### src/rtl/dac_playback_pkg.sv
// Shared types and elaboration-time helpers for the sample playback DAC.
package dac_playback_pkg;

  typedef enum logic [1:0] {IDLE, PRIME, PLAY} state_t;

  function automatic int calc_tick_div(input int clock_freq, input int sample_rate);
    return clock_freq / sample_rate;
  endfunction

  function automatic int midscale(input int width);
    return 1 << (width - 1);
  endfunction

endpackage

### src/rtl/dac_playback_fifo.sv
// Power-of-two synchronous FIFO with flush and exact occupancy count.
module sync_fifo #(
  parameter int WIDTH = 8,
  parameter int DEPTH = 16
) (
  input  logic                     clk,
  input  logic                     rst_n,
  input  logic                     flush,
  input  logic                     push,
  input  logic                     pop,
  input  logic [WIDTH-1:0]         din,
  output logic [WIDTH-1:0]         dout,
  output logic                     full,
  output logic                     empty,
  output logic [$clog2(DEPTH):0]   level
);
  localparam int AW = $clog2(DEPTH);
  localparam int LW = AW + 1;

  logic [WIDTH-1:0] r_mem [DEPTH];
  logic [AW-1:0]    r_wr, r_rd;
  logic [LW-1:0]    r_level;
  logic             w_push, w_pop;

  assign full   = (r_level == LW'(DEPTH));
  assign empty  = (r_level == '0);
  assign level  = r_level;
  assign dout   = r_mem[r_rd];
  assign w_push = push && !full;
  assign w_pop  = pop && !empty;

  always_ff @(posedge clk) begin
    if (!rst_n || flush) begin
      r_wr    <= '0;
      r_rd    <= '0;
      r_level <= '0;
    end else begin
      if (w_push) r_wr <= r_wr + AW'(1);
      if (w_pop)  r_rd <= r_rd + AW'(1);
      r_level <= r_level + LW'(w_push) - LW'(w_pop);
    end
  end

  // Storage carries no reset; pointers alone define validity.
  always_ff @(posedge clk) begin
    if (w_push) r_mem[r_wr] <= din;
  end

endmodule

### src/rtl/dac_playback.sv
// Buffered sample playback: FIFO-fed, rate-ticked R2R code plus period-aligned PWM DAC.
module dac_playback
  import dac_playback_pkg::*;
#(
  parameter int WIDTH       = 8,
  parameter int CLOCK_FREQ  = 100_000_000,
  parameter int SAMPLE_RATE = 10_000,
  parameter int FIFO_DEPTH  = 16
) (
  input  logic                          clk,
  input  logic                          reset,
  input  logic                          enable,
  input  logic [WIDTH-1:0]              sample_in,
  input  logic                          sample_valid,
  output logic                          sample_ready,
  output logic [WIDTH-1:0]              R2R_out,
  output logic                          pwm_out,
  output logic                          underflow,
  output logic [$clog2(FIFO_DEPTH):0]   fifo_level
);
  localparam int TICK_DIV = calc_tick_div(CLOCK_FREQ, SAMPLE_RATE);
  localparam int TW       = $clog2(TICK_DIV);
  localparam int LW       = $clog2(FIFO_DEPTH) + 1;
  localparam logic [WIDTH-1:0] MID       = WIDTH'(midscale(WIDTH));
  localparam logic [WIDTH-1:0] PWM_LAST  = {{(WIDTH-1){1'b1}}, 1'b0};
  localparam logic [TW-1:0]    TICK_LAST = TW'(TICK_DIV - 1);
  localparam logic [LW-1:0]    HALF      = LW'(FIFO_DEPTH / 2);

  state_t           r_state, w_state_nxt;
  logic [TW-1:0]    r_tick_cnt;
  logic [WIDTH-1:0] r_pwm_cnt, r_duty, r_duty_nxt, r_r2r;
  logic             r_pwm, r_underflow;
  logic             w_full, w_empty, w_tick, w_push, w_pop, w_flush;
  logic [WIDTH-1:0] w_dout;
  logic [LW-1:0]    w_level, w_level_after;

  assign sample_ready  = (r_state != IDLE) && !w_full;
  assign w_push        = sample_valid && sample_ready;
  assign w_tick        = (r_state == PLAY) && (r_tick_cnt == TICK_LAST);
  assign w_pop         = w_tick && !w_empty;
  assign w_flush       = (w_state_nxt == IDLE);
  assign w_level_after = w_level + LW'(w_push) - LW'(w_pop);

  assign R2R_out    = r_r2r;
  assign pwm_out    = r_pwm;
  assign underflow  = r_underflow;
  assign fifo_level = w_level;

  sync_fifo #(.WIDTH(WIDTH), .DEPTH(FIFO_DEPTH)) u_fifo (
    .clk   (clk),
    .rst_n (reset),
    .flush (w_flush),
    .push  (w_push),
    .pop   (w_pop),
    .din   (sample_in),
    .dout  (w_dout),
    .full  (w_full),
    .empty (w_empty),
    .level (w_level)
  );

  always_comb begin
    w_state_nxt = r_state;
    case (r_state)
      IDLE:    if (enable) w_state_nxt = PRIME;
      PRIME:   if (!enable) w_state_nxt = IDLE;
               else if (w_level_after >= HALF) w_state_nxt = PLAY;
      PLAY:    if (!enable) w_state_nxt = IDLE;
               else if (w_tick && w_empty) w_state_nxt = PRIME;
      default: w_state_nxt = IDLE;
    endcase
  end

  always_ff @(posedge clk) begin
    if (!reset) r_state <= IDLE;
    else        r_state <= w_state_nxt;
  end

  // Preloaded to terminal count so the first PLAY cycle is already a tick.
  always_ff @(posedge clk) begin
    if (!reset)                                       r_tick_cnt <= '0;
    else if (r_state == PRIME && w_state_nxt == PLAY) r_tick_cnt <= TICK_LAST;
    else if (r_state == PLAY)                         r_tick_cnt <= w_tick ? '0 : r_tick_cnt + TW'(1);
    else                                              r_tick_cnt <= '0;
  end

  always_ff @(posedge clk) begin
    if (!reset) begin
      r_r2r       <= MID;
      r_duty_nxt  <= MID;
      r_underflow <= 1'b0;
    end else begin
      r_underflow <= w_tick && w_empty && enable;
      if (w_flush) begin
        r_r2r      <= MID;
        r_duty_nxt <= MID;
      end else if (w_pop) begin
        r_r2r      <= w_dout;
        r_duty_nxt <= w_dout;
      end
    end
  end

  // Duty only changes at the period wrap, so each period is one clean pulse.
  always_ff @(posedge clk) begin
    if (!reset) begin
      r_pwm_cnt <= '0;
      r_duty    <= MID;
      r_pwm     <= 1'b0;
    end else begin
      r_pwm <= (r_pwm_cnt < r_duty);
      if (r_pwm_cnt == PWM_LAST) begin
        r_pwm_cnt <= '0;
        r_duty    <= r_duty_nxt;
      end else begin
        r_pwm_cnt <= r_pwm_cnt + WIDTH'(1);
      end
    end
  end

endmodule

### config.mk
export PLATFORM = sky130hd
export DESIGN_NAME = dac_playback
export DESIGN_NICKNAME = d
export VERILOG_FILES = /design/src/rtl/dac_playback_pkg.sv /design/src/rtl/dac_playback_fifo.sv /design/src/rtl/dac_playback.sv
export SDC_FILE = /design/constraint.sdc
export NUM_CORES = 1
export LEC_CHECK = 0
export BUFFER_PORTS_ARGS = -buffer_cell sky130_fd_sc_hd__buf_2
export CAP_MARGIN = 20
export CORE_ASPECT_RATIO = 0.7
export CORE_UTILIZATION = 38
export CTS_CLUSTER_DIAMETER = 80
export DETAILED_ROUTE_END_ITERATION = 10
export GPL_ROUTABILITY_DRIVEN = 1
export HOLD_SLACK_MARGIN = 0.03
export MAX_ROUTING_LAYER = met4
export SETUP_SLACK_MARGIN = 0.05
export SYNTH_ARGS = -nofsm -noshare
export SYNTH_HDL_FRONTEND = slang
export SYNTH_SLANG_ARGS = --single-unit
### constraint.sdc
create_clock -name clk -period 5.29 [get_ports clk]
set_input_delay 0.529 -clock clk [delete_from_list [all_inputs] [get_ports clk]]
set_output_delay 0.529 -clock clk [all_outputs]
set_load 0.1 [all_outputs]
==> flow_metrics.py <==
metrics = {
    "die": {
        "std_cell_rows": 42,
        "ios": 28,
        "placeableCoreArea_mm2": 0.0193,
        "floorplan.initialDensity_pct": 39.6,
        "total_die_area_mm2": 0.0207,
        "die_w_um": 171,
        "die_h_um": 121,
    },
    "worst_setup_path": {
        "worst_r2r_path_depth": 13,
        "critPathMaxFanout": 13,
        "worstSetupStartpointType": "flip-flop",
        "worstReg2RegEnd": "r_tick_cnt[1]",
        "path_class": "flip-flop to flip-flop",
        "timing.critical_path.arrival_ns": 4.67,
        "crit_reg_reg_startpoint": "r_tick_cnt[7]",
        "worst-r2r-setup-slack_ns": 0.89,
        "worstPathRequired_ns": 5.56,
        "timing.critical_path.to_type": "flip-flop",
        "cp-startpoint": "r_tick_cnt[7]",
    },
    "run_status": {
        "run_status": "finished clean",
    },
    "cells_and_area": {
        "num-nets-final": 586,
        "area_growth_pct": 12.6,
        "antenna_cells_inserted": 0,
        "drive_above_1_share_pct": 18.6,
    },
    "routing": {
        "wirelength_met1_um": 7630,
        "route.met2.wl_um": 6750,
        "drc": 0,
        "via_per_instance_ratio": 5.10,
        "dr.max_layer_used": "met4",
        "postRouteAntennaNets": 0,
        "routed-via-count": 4203,
        "avgRoutedWirePerCell_um": 18.6,
        "initialDrtViolationCount": 316,
        "wl_um": 15300,
        "dr_wl_met3_um": 742,
        "detail_route.first_pass.iterations": 5,
    },
    "global_route": {
        "vias_in_the_first_global_route": 4212,
        "grt.overflow.total": 0,
        "wire_length_of_the_first_global_routing_pass_um": 24200,
        "globalRouteTotalUtil_pct": 16.9,
        "maximum_number_of_pins_on_one_net_before_global_route_repair": 35,
        "antenna_found_initial": 0,
    },
    "cts": {
        "cts_max_level": 4,
        "number_of_clock_buffers_inserted_by_tritoncts": 17,
        "postCtsSetupRepairBufs": 0,
        "clkLatencyLatePin_ns": 0.44,
        "cts_resized": 0,
        "bufs_on_longest_clock_path": 2,
        "clkSlewWorstSetupHoldPaths_ns": 0.07,
        "numClockSinks": 183,
        "cts_root_buf": "sky130_fd_sc_hd__clkbuf_16",
        "tritoncts": "yes",
        "cts_hold_repair.buffers": 0,
    },
    "timing": {
        "setup_slack_ns": 0.893,
        "finalHoldViolCount": 0,
        "timing.final.crit_period_ns": 4.40,
        "grt_setup_unrepaired": "no",
        "worst-slew-pin-transition_ns": 0.930,
        "setup_total_negative_slack_ns": 0,
        "finalClockSkew_ns": 0.0108,
        "highest_clock_frequency_the_design_can_meet_ghz": 0.227,
        "relSlewSlack_pct": 37.8,
        "layout_worst_path_cycle_share_pct": 83.1,
        "maxSlewViolCount": 0,
        "timing.hold.ws_ns": 0.390,
        "finalSetupViolCount": 0,
    },
    "hold_path": {
        "holdCritPathClass": "input port to flip-flop",
        "hold-path-cell-count": 3,
        "min_from": "enable",
        "timing.hold.worst_endpoint": "r_state[1]",
    },
    "logic_synthesis": {
        "synth.avg_cell_area_um2": 14.8,
        "netlist-cell-type-count": 49,
        "yosysWarnings": 0,
        "synth_area_mm2": 0.00763,
        "netlist_instances": 517,
        "synth_edf_count": 128,
        "synth_async_sr_flop_share_pct": 0,
        "synth.yosys.seq_area_share_pct": 64.8,
        "dominantRegCellSynth": "sky130_fd_sc_hd__edfxtp_1",
        "synthesis.nets": 555,
        "synth-seq-cells": 183,
    },
    "place": {
        "place_ws_ns": 0.866,
        "place.port_buffers": 27,
        "gp_congestion": 0.767,
        "detailed_place_hpwl_um": 10100,
    },
    "pwr": {
        "ir_drop_mv": 0.202,
        "power_density_mw_per_mm2": 326,
        "totalPowerFinal_w": 0.00280,
        "static-leakage-power_nw": 2.84,
    },
    "flow_run": {
        "timing.max_cap.violations": 0,
    },
}
[flip-flops by register name (all words and copies together) (netlist names)]
| name | count |
|---|---|
| r_state | 2 |
| r_tick_cnt | 14 |
| R2R_out | 8 |
| r_pwm_cnt | 8 |
| u_fifo.level | 5 |
| underflow | 1 |
| u_fifo.r_rd | 4 |
| u_fifo.r_mem | 128 |
| pwm_out | 1 |
| r_duty | 8 |
| u_fifo.r_wr | 4 |
[layout make-up]
class	count	area [um2]
fillers	1732	10700
clock inverters	14	128
inverters	28	105
clock buffers	17	425
flip-flops and latches	183	4950
repair buffers	33	180
multi-input cells	285	2480
well taps	264	330
[worst max path at each step]
stage                         end  slack [ns]  depth (start not counted)
global placement    r_tick_cnt[8]         1.0                         13
detailed placement  r_tick_cnt[1]        0.87                         13
finish              r_tick_cnt[1]        0.89                         13
floorplan           r_tick_cnt[0]        1.22                         14
global route        r_tick_cnt[1]        0.48                         13
CTS                 r_tick_cnt[1]        0.84                         13
[cell families (layout without fill, tap and decap cells)]
logic type      after synthesis  after routing  share of synthesized area (%)
flops                       183            183                           64.8
simple gates                132            132                           8.86
compound gates               57             57                           5.18
buf+inv                      49             92                           2.69
mux                          42             42                           10.8
xor+xnor                     28             28                           3.21
fa+ha+maj                    26             26                           4.46
[per-stage QoR]
stage / util [%] / cell area, um2 / std cells
floorplan: - / 7630 / 517
global placement: 41.7 / 8040 / 793
detailed placement: 41.7 / 8040 / 793
CTS: 44.6 / 8590 / 824
global route: 44.6 / 8590 / 824
finish: 44.6 / 8590 / 824
[worst max-delay path, stage by stage, from the launching register on]
cell and delay (ns):
sky130_fd_sc_hd__dfxtp_1 0.35, sky130_fd_sc_hd__or4b_1 0.55, sky130_fd_sc_hd__or4_1 0.77, sky130_fd_sc_hd__nor2_8 0.30, sky130_fd_sc_hd__ha_1 0.28, sky130_fd_sc_hd__inv_1 0.06, sky130_fd_sc_hd__ha_1 0.15, sky130_fd_sc_hd__inv_1 0.05
sky130_fd_sc_hd__fa_1 0.35, sky130_fd_sc_hd__nand2b_1 0.14, sky130_fd_sc_hd__a21oi_1 0.19, sky130_fd_sc_hd__nor4b_1 0.09, sky130_fd_sc_hd__o31ai_1 0.78, sky130_fd_sc_hd__o21ai_1 0.17
[cell usage after synthesis (2+ instances only)]
library cell               instances  area share, %
sky130_fd_sc_hd__nor4_1            2           0.16
sky130_fd_sc_hd__a21boi_0          2           0.20
sky130_fd_sc_hd__or4b_1            2           0.26
sky130_fd_sc_hd__a21o_1            4           0.39
sky130_fd_sc_hd__inv_1            28            1.4
sky130_fd_sc_hd__xor2_1           11            1.3
sky130_fd_sc_hd__fa_1              2           0.52
sky130_fd_sc_hd__o22ai_1           7           0.57
sky130_fd_sc_hd__mux4_2           32            9.4
sky130_fd_sc_hd__and2_1            2           0.16
sky130_fd_sc_hd__nand4_1           3           0.25
sky130_fd_sc_hd__dfxtp_1          55             14
sky130_fd_sc_hd__o21ai_0           2           0.13
sky130_fd_sc_hd__nor2_1           53            2.6
sky130_fd_sc_hd__buf_6             2           0.30
sky130_fd_sc_hd__a21oi_1           8           0.52
sky130_fd_sc_hd__nor3_2            2           0.26
sky130_fd_sc_hd__buf_2             5           0.33
sky130_fd_sc_hd__a31oi_1           2           0.16
sky130_fd_sc_hd__nand2b_1          6           0.49
sky130_fd_sc_hd__and3_1            5           0.41
sky130_fd_sc_hd__o31ai_1           2           0.20
sky130_fd_sc_hd__o211ai_1          2           0.20
sky130_fd_sc_hd__edfxtp_1        128             50
sky130_fd_sc_hd__nor2b_1          10           0.82
sky130_fd_sc_hd__nand2_1          20           0.98
sky130_fd_sc_hd__o21ai_1          10           0.66
sky130_fd_sc_hd__nand3_1          12           0.79
sky130_fd_sc_hd__mux2i_1           9            1.2
sky130_fd_sc_hd__a22o_1           14            1.6
sky130_fd_sc_hd__clkbuf_1         13           0.64
sky130_fd_sc_hd__ha_1             24            3.9
sky130_fd_sc_hd__nor3_1            6           0.39
sky130_fd_sc_hd__xnor2_1          17            2.0
[metal layers]
metal,track usage [%],vias to the layer above
met2,23.3,82
met1,24.0,2124
li1,-,1986
met5,-,-
met4,5.47,0
met3,4.55,11
[where the power goes]
part / switching [W] / internal (W)
Clock: 0.000553 / 0.000646
Combinational: 0.0000471 / 0.0000167
Sequential: 0.00000587 / 0.00153
[placed cells by master (no fill, tap or decap), drive strengths merged, types with 3 or more instances in the layout]
cell type,n
a21o,4
a21oi,8
a22o,14
and3,5
buf,33
clkbuf,17
clkinv,6
clkinvlp,5
dfxtp,55
edfxtp,128
ha,24
inv,30
mux2i,9
mux4,32
nand2,21
nand2b,6
nand3,13
nand4,3
nor2,54
nor2b,10
nor3,8
o21ai,12
o22ai,7
xnor2,17
xor2,11
No activity file was read; power rests on OpenSTA's default activity.
